--- src/rtl/rx_pkg.sv ---
// Shared definitions for the dado/instrucao serial receiver: FSM states,
// frame geometry helpers and the line idle level.
package rx_pkg;

   // Receiver FSM states
   typedef enum logic [2:0] {
      OCIOSO      = 3'd0,
      INICIO      = 3'd1,
      DADOS       = 3'd2,
      PARADA      = 3'd3,
      ESPERA_ALTO = 3'd4
   } estado_t;

   // Level of the line when nothing is being sent
   localparam logic LINHA_OCIOSA = 1'b1;

   // Default field widths and the resulting frame length (start + payload + stop)
   localparam int N_DADO_PADRAO  = 4;
   localparam int N_INSTR_PADRAO = 4;
   localparam int N_BITS_QUADRO  = 1 + N_DADO_PADRAO + N_INSTR_PADRAO + 1;

   // Frame length for arbitrary field widths
   function automatic int bits_quadro(input int n_dado, input int n_instr);
      return 1 + n_dado + n_instr + 1;
   endfunction

   // Counter width able to hold 0..n-1, never narrower than one bit
   function automatic int largura_min1(input int n);
      return (n > 1) ? $clog2(n) : 1;
   endfunction

endpackage

--- src/rtl/rx_dado_instrucao_if.sv ---
// Bundle of the serial line input and the decoded-command outputs.
// master: the receiver; slave: the line driver / command decoder side.
interface rx_dado_instrucao_if #(
   parameter int N_DADO  = 4,
   parameter int N_INSTR = 4
);
   logic               info_entrada;
   logic [N_DADO-1:0]  dado;
   logic [N_INSTR-1:0] instrucao;
   logic               valido;
   logic               erro_quadro;
   logic               ocupado;

   modport master (
      input  info_entrada,
      output dado, instrucao, valido, erro_quadro, ocupado
   );

   modport slave (
      output info_entrada,
      input  dado, instrucao, valido, erro_quadro, ocupado
   );
endinterface

--- src/rtl/rx_dado_instrucao_sincronizador.sv ---
// Input synchroniser: a chain of SYNC_STAGES flops that resets to the idle
// line level so a reset never looks like a start bit.
module sincronizador
   import rx_pkg::*;
#(
   parameter int SYNC_STAGES = 2
) (
   input  logic clk,
   input  logic rst,
   input  logic d,
   output logic q
);

   logic [SYNC_STAGES-1:0] cadeia_reg;

   // Shift the asynchronous line through the flop chain
   always_ff @(posedge clk) begin
      if (rst)
         cadeia_reg <= {SYNC_STAGES{LINHA_OCIOSA}};
      else
         cadeia_reg <= {cadeia_reg[SYNC_STAGES-2:0], d};
   end

   assign q = cadeia_reg[SYNC_STAGES-1];

endmodule

--- src/rtl/rx_dado_instrucao.sv ---
// Serial frame receiver for the dado/instrucao link.
// Frame (LSB first): start(0) | dado | instrucao | stop(1).
// Checks the start at mid-bit, samples the payload once per bit period,
// then reports a good frame (valido) or a bad stop bit (erro_quadro).
module rx_dado_instrucao
   import rx_pkg::*;
#(
   parameter int CLKS_POR_BIT = 1,
   parameter int N_DADO       = 4,
   parameter int N_INSTR      = 4,
   parameter int SYNC_STAGES  = 2
) (
   input  logic clk,
   input  logic rst,
   rx_dado_instrucao_if.master bus
);

   localparam int MEIO      = (CLKS_POR_BIT - 1) / 2;
   localparam int N_PAYLOAD = bits_quadro(N_DADO, N_INSTR) - 2;
   localparam int W_BIT     = $clog2(N_PAYLOAD + 1);
   localparam int W_CLK     = largura_min1(CLKS_POR_BIT);

   // Counter values at which the FSM acts
   localparam logic [W_CLK-1:0] ULTIMO_CLK  = W_CLK'(CLKS_POR_BIT - 1);
   localparam logic [W_CLK-1:0] ULTIMO_MEIO = (MEIO > 0) ? W_CLK'(MEIO - 1) : '0;
   localparam logic [W_BIT-1:0] ULTIMO_BIT  = W_BIT'(N_PAYLOAD - 1);

   logic                 rx_s;
   estado_t              estado_reg;
   logic [W_CLK-1:0]     cnt_clk_reg;
   logic [W_BIT-1:0]     cnt_bit_reg;
   logic [N_PAYLOAD-1:0] desloc_reg;
   logic [N_DADO-1:0]    dado_reg;
   logic [N_INSTR-1:0]   instrucao_reg;
   logic                 valido_reg;
   logic                 erro_reg;
   logic                 ocupado_reg;

   sincronizador #(
      .SYNC_STAGES (SYNC_STAGES)
   ) u_sincronizador (
      .clk (clk),
      .rst (rst),
      .d   (bus.info_entrada),
      .q   (rx_s)
   );

   // Receiver FSM with counters, shift register and registered outputs
   always_ff @(posedge clk) begin
      if (rst) begin
         estado_reg    <= OCIOSO;
         cnt_clk_reg   <= '0;
         cnt_bit_reg   <= '0;
         desloc_reg    <= '0;
         dado_reg      <= '0;
         instrucao_reg <= '0;
         valido_reg    <= 1'b0;
         erro_reg      <= 1'b0;
         ocupado_reg   <= 1'b0;
      end else begin
         // Strobes last exactly one cycle
         valido_reg <= 1'b0;
         erro_reg   <= 1'b0;

         case (estado_reg)
            OCIOSO: begin
               cnt_clk_reg <= '0;
               cnt_bit_reg <= '0;
               if (rx_s == 1'b0) begin
                  // With MEIO==0 the start is validated on this very edge
                  estado_reg  <= (MEIO == 0) ? DADOS : INICIO;
                  ocupado_reg <= 1'b1;
               end
            end

            INICIO: begin
               if (cnt_clk_reg == ULTIMO_MEIO) begin
                  cnt_clk_reg <= '0;
                  if (rx_s == 1'b1) begin
                     // Low pulse shorter than half a bit: ignore it
                     estado_reg  <= OCIOSO;
                     ocupado_reg <= 1'b0;
                  end else begin
                     estado_reg <= DADOS;
                  end
               end else begin
                  cnt_clk_reg <= cnt_clk_reg + 1'b1;
               end
            end

            DADOS: begin
               if (cnt_clk_reg == ULTIMO_CLK) begin
                  cnt_clk_reg <= '0;
                  desloc_reg  <= {rx_s, desloc_reg[N_PAYLOAD-1:1]};
                  if (cnt_bit_reg == ULTIMO_BIT) begin
                     cnt_bit_reg <= '0;
                     estado_reg  <= PARADA;
                  end else begin
                     cnt_bit_reg <= cnt_bit_reg + 1'b1;
                  end
               end else begin
                  cnt_clk_reg <= cnt_clk_reg + 1'b1;
               end
            end

            PARADA: begin
               if (cnt_clk_reg == ULTIMO_CLK) begin
                  cnt_clk_reg <= '0;
                  if (rx_s == 1'b1) begin
                     valido_reg    <= 1'b1;
                     dado_reg      <= desloc_reg[N_DADO-1:0];
                     instrucao_reg <= desloc_reg[N_PAYLOAD-1:N_DADO];
                     estado_reg    <= OCIOSO;
                     ocupado_reg   <= 1'b0;
                  end else begin
                     // Bad stop: keep last good outputs, wait for the line to recover
                     erro_reg   <= 1'b1;
                     estado_reg <= ESPERA_ALTO;
                  end
               end else begin
                  cnt_clk_reg <= cnt_clk_reg + 1'b1;
               end
            end

            ESPERA_ALTO: begin
               cnt_clk_reg <= '0;
               cnt_bit_reg <= '0;
               if (rx_s == 1'b1) begin
                  estado_reg  <= OCIOSO;
                  ocupado_reg <= 1'b0;
               end
            end

            default: begin
               estado_reg  <= OCIOSO;
               cnt_clk_reg <= '0;
               cnt_bit_reg <= '0;
               ocupado_reg <= 1'b0;
            end
         endcase
      end
   end

   assign bus.dado        = dado_reg;
   assign bus.instrucao   = instrucao_reg;
   assign bus.valido      = valido_reg;
   assign bus.erro_quadro = erro_reg;
   assign bus.ocupado     = ocupado_reg;

endmodule

--- src/flat_wrapper.sv ---
// flat-port wrapper written by rule: the top's interface ports become plain ports
module rx_dado_instrucao_flat import rx_pkg::*;
#(
   parameter int CLKS_POR_BIT = 1,
   parameter int N_DADO       = 4,
   parameter int N_INSTR      = 4,
   parameter int SYNC_STAGES  = 2
)
  (clk, rst, bus_info_entrada, bus_dado, bus_instrucao, bus_valido, bus_erro_quadro, bus_ocupado);
  rx_dado_instrucao_if #(.N_DADO(N_DADO), .N_INSTR(N_INSTR)) bus_i ();
  input  logic clk;
  input  logic rst;
  input wire logic [$bits(bus_i.info_entrada)-1:0] bus_info_entrada;
  output wire logic [$bits(bus_i.dado)-1:0] bus_dado;
  output wire logic [$bits(bus_i.instrucao)-1:0] bus_instrucao;
  output wire logic [$bits(bus_i.valido)-1:0] bus_valido;
  output wire logic [$bits(bus_i.erro_quadro)-1:0] bus_erro_quadro;
  output wire logic [$bits(bus_i.ocupado)-1:0] bus_ocupado;
  assign bus_i.info_entrada = bus_info_entrada;
  assign bus_dado = bus_i.dado;
  assign bus_instrucao = bus_i.instrucao;
  assign bus_valido = bus_i.valido;
  assign bus_erro_quadro = bus_i.erro_quadro;
  assign bus_ocupado = bus_i.ocupado;
  rx_dado_instrucao #(.CLKS_POR_BIT(CLKS_POR_BIT), .N_DADO(N_DADO), .N_INSTR(N_INSTR), .SYNC_STAGES(SYNC_STAGES)) u_core (.clk(clk), .rst(rst), .bus(bus_i));
endmodule
--- config.mk ---
export PLATFORM = sky130hd
export DESIGN_NAME = rx_dado_instrucao_flat
export DESIGN_NICKNAME = d
export VERILOG_FILES = /design/src/rtl/rx_pkg.sv /design/src/rtl/rx_dado_instrucao_if.sv /design/src/rtl/rx_dado_instrucao_sincronizador.sv /design/src/rtl/rx_dado_instrucao.sv /design/src/flat_wrapper.sv
export SDC_FILE = /design/constraint.sdc
export NUM_CORES = 1
export LEC_CHECK = 0
export BUFFER_PORTS_ARGS = -buffer_cell sky130_fd_sc_hd__buf_2
export CAP_MARGIN = 20
export CORE_MARGIN = 2
export CORE_UTILIZATION = 50
export CTS_CLUSTER_SIZE = 14
export DETAILED_ROUTE_END_ITERATION = 12
export HOLD_SLACK_MARGIN = 0.06
export PLACE_DENSITY = 0.73
export REMOVE_ABC_BUFFERS = 1
export SYNTH_ARGS = -nofsm -noshare
export SYNTH_HDL_FRONTEND = slang
export SYNTH_HIERARCHICAL = 1
export SYNTH_SLANG_ARGS = --single-unit
--- constraint.sdc ---
create_clock -name clk -period 1.85 [get_ports clk]
set_clock_uncertainty 0.1 [all_clocks]
set_input_delay 0.0925 -clock clk [delete_from_list [all_inputs] [get_ports clk]]
set_output_delay 0.0925 -clock clk [all_outputs]
set_load 0.02 [all_outputs]
==> flow_metrics.py <==
metrics = {
    "outcome": {
        "status": "finished clean",
    },
    "worst_setup_path": {
        "path_class": "flip-flop to flip-flop",
        "cp_cell_sequence": "or4b_4 > or4_1 > o21ai_1",
        "cp.depth": 3,
        "reg2regPathDepth": 3,
        "cpMaxStageDelayCell": "or4b_4",
        "start_kind": "flip-flop",
        "end_kind": "flip-flop",
        "critPathBufInv": 0,
        "critPathMaxStageDelay_ps": 540,
        "worstPathArrival_ps": 1740,
        "critPathTopFamily": "simple AND/OR/NAND/NOR gates",
        "worstPathMaxFanout": 3,
        "cp_data_required_time_ps": 2000,
    },
    "place": {
        "port_buffers": 13,
        "place_area_sq_um": 1338,
        "dp_slack_ps": 285.3,
        "gp_congestion": 0.7651,
        "dpl.hpwl_microns": 1568,
    },
    "timing": {
        "setup_viol": 0,
        "slew_violations": 0,
        "finalHoldViolations": 0,
        "whs_ps": 127.9,
        "finalCriticalPeriod_ps": 1589,
        "tightest_slew_ps": 510.1,
        "max_freq_mhz": 629.4,
        "post-route-period-util": 0.8588,
        "setup_tns_ps": 0,
        "fin_ws_ps": 261.2,
        "rsz0062_at_grt": "no",
        "relSlewSlack": 0.6599,
    },
    "yosys": {
        "yosys.area.top_type": "dfxtp_1",
        "ys_top_cells_by_area": "dfxtp_1, a21oi_1, nand2_1, o21ai_0, nand3_1",
        "ys_async_sr_fraction": 0,
        "syn-cell-area_sq_um": 1234,
        "seq_area_frac_synth": 0.4706,
        "synth_area_per_cell_sq_um": 8.450,
        "synth-edff-count": 0,
        "synth_top_area_frac": 0.4706,
        "synth_warnings": 6,
        "ys.flop_type": "dfxtp_1",
        "synthCells": 146,
        "synth.distinct_cells": 35,
        "ys_seq_elements": 29,
    },
    "die": {
        "ios": 14,
        "core_area_sq_um": 2276,
        "rows": 17,
        "die_h_microns": 53.67,
        "start_util": 0.5421,
        "fp.dieW_microns": 53.67,
        "dieArea_sq_um": 2880,
    },
    "pwr": {
        "irDropWorstVdd_v": 0.0006063,
        "net-switching-power_mw": 0.3090,
        "share_comb_of_total_power": 0.121,
        "intPower_mw": 0.8447,
        "power.share.switching": 0.2678,
        "cellPowerDensity_nw_per_um2": 822.5,
        "power.share.clock": 0.314,
        "leakage_nw": 0.5247,
        "share_seq_of_total_power": 0.565,
    },
    "global_routing": {
        "grt_usage": 0.2046,
        "grt_pass1_wl_microns": 4091,
        "grt_max_degree": 31,
        "grt_pass1_vias": 954,
        "antenna_found_initial": 0,
        "grt_overflow": 0,
    },
    "cts": {
        "clockBufferDepth": 2,
        "htreeDepth": 2,
        "cts.clk_slew.worst_paths_ps": 100,
        "cts_hold_buf": 1,
        "post_cts_buffers": 0,
        "numCtsBuffers": 5,
        "ctsRootBufferMaster": "clkbuf_4",
        "cts_tree": "done",
        "clkLatencyLatePin_ps": 330,
        "cts-resized-gates": 0,
        "cts.sink_count": 29,
    },
    "cells_and_area": {
        "n_antenna_cell": 0,
        "largest_reg_flops": 8,
        "syn_to_final_growth_pct": 13.69,
        "fin_area_sq_um": 1403,
        "fillCellCount": 208,
        "finish.utilization": 0.6163,
        "fin_nets": 167,
        "drive_gt1_frac": 0.1951,
    },
    "drt": {
        "drc": 0,
        "via_count": 1091,
        "wl_per_cell_microns": 13.02,
        "ant_nets": 0,
        "drt_iter0_markers": 16,
        "wl_microns": 2500,
        "vias_per_cell": 5.682,
        "firstDrtPassIters": 4,
    },
    "worst_hold_path": {
        "min_path_type": "input pin to flip-flop",
        "hold_depth": 2,
    },
    "job": {
        "maxCapViolCount": 0,
    },
}
-- area by class of cell --
cell class | instances | area (sq um) | share of cell area
inverter | 2 | 7.507 | 0.005352
clock buffer | 5 | 37.54 | 0.02676
tap | 28 | 35.03 | 0.02498
multi-input combinational | 102 | 581.8 | 0.4148
timing repair buffer | 23 | 142.6 | 0.1017
clock inverter | 3 | 17.52 | 0.01249
sequential | 29 | 580.6 | 0.4139
-- routing by layer --
metal  wire length, microns  GRT usage
met1                   1214     0.2530
met2                   1126     0.3110
met5                      0          0
met3                    103    0.05833
met4                     55     0.1282
-- path summary, 6_finish.rpt --
path,start,to,slack [ps]
worst max-delay path,u_core/estado_reg[2]$_SDFFE_PP0P_,u_core/cnt_bit_reg[3]$_SDFFE_PP0P_,260
worst max register to register,u_core/estado_reg[2]$_SDFFE_PP0P_,u_core/cnt_bit_reg[3]$_SDFFE_PP0P_,260
worst min register to register,u_core/u_sincronizador/cadeia_reg[0]$_SDFF_PP1_,u_core/u_sincronizador/cadeia_reg[1]$_SDFF_PP1_,310
worst min-delay path,rst,u_core/bus.instrucao[0]$_SDFFE_PP0P_,130
-- through the flow --
step	power, mW	cells
finish	1.154	192
global placement	0.7997	183
floorplan	0.7462	133
global route	1.209	192
detailed placement	0.8021	183
CTS	1.165	192
-- power groups by stage --
stage | Clock (mW) | Sequential [mW] | Combinational, mW
5_1_grt | 0.402 | 0.654 | 0.153
3_3_place_gp | 0 | 0.666 | 0.134
3_5_place_dp | 0 | 0.666 | 0.136
2_1_floorplan | 0 | 0.678 | 0.0684
6_report | 0.362 | 0.652 | 0.140
4_1_cts | 0.375 | 0.652 | 0.138
-- synth_stat cells, types with 2 or more instances --
cell type and n:
nor3_1 3, or2_1 2, buf_6 2, clkbuf_1 11
inv_1 2, o21ai_0 13, nor4_1 2, a21oi_1 21
nand2_1 18, nand2b_1 3, nand3_1 12, a22oi_1 2
nor3b_1 5, dfxtp_1 29
-- cells by family (layout without fill, tap and decap cells) --
| family | count (synthesis) | in the layout | share of synthesized area |
|---|---|---|---|
| fa+ha+maj | 1 | 1 | 0.01014 |
| flops | 29 | 29 | 0.4706 |
| other cells | 1 | 1 | 0.003040 |
| simple gates | 57 | 57 | 0.2657 |
| compound gates | 43 | 43 | 0.1927 |
| buf+inv | 15 | 33 | 0.05781 |
-- layout by cell type, fill, tap and decap left out, types with 2 or more instances in the layout --
cell and count:
dfxtp_1 29, a21oi_1 21, nand2_1 18, buf_2 13
o21ai_0 13, nand3_1 12, buf_4 9, clkbuf_4 5
nor3b_1 5, nor3_1 3, nand2b_1 3, clkinv_2 2
inv_1 2, a22oi_1 2, nor4_1 2, or2_1 2
(Power assumes the default switching activity.)
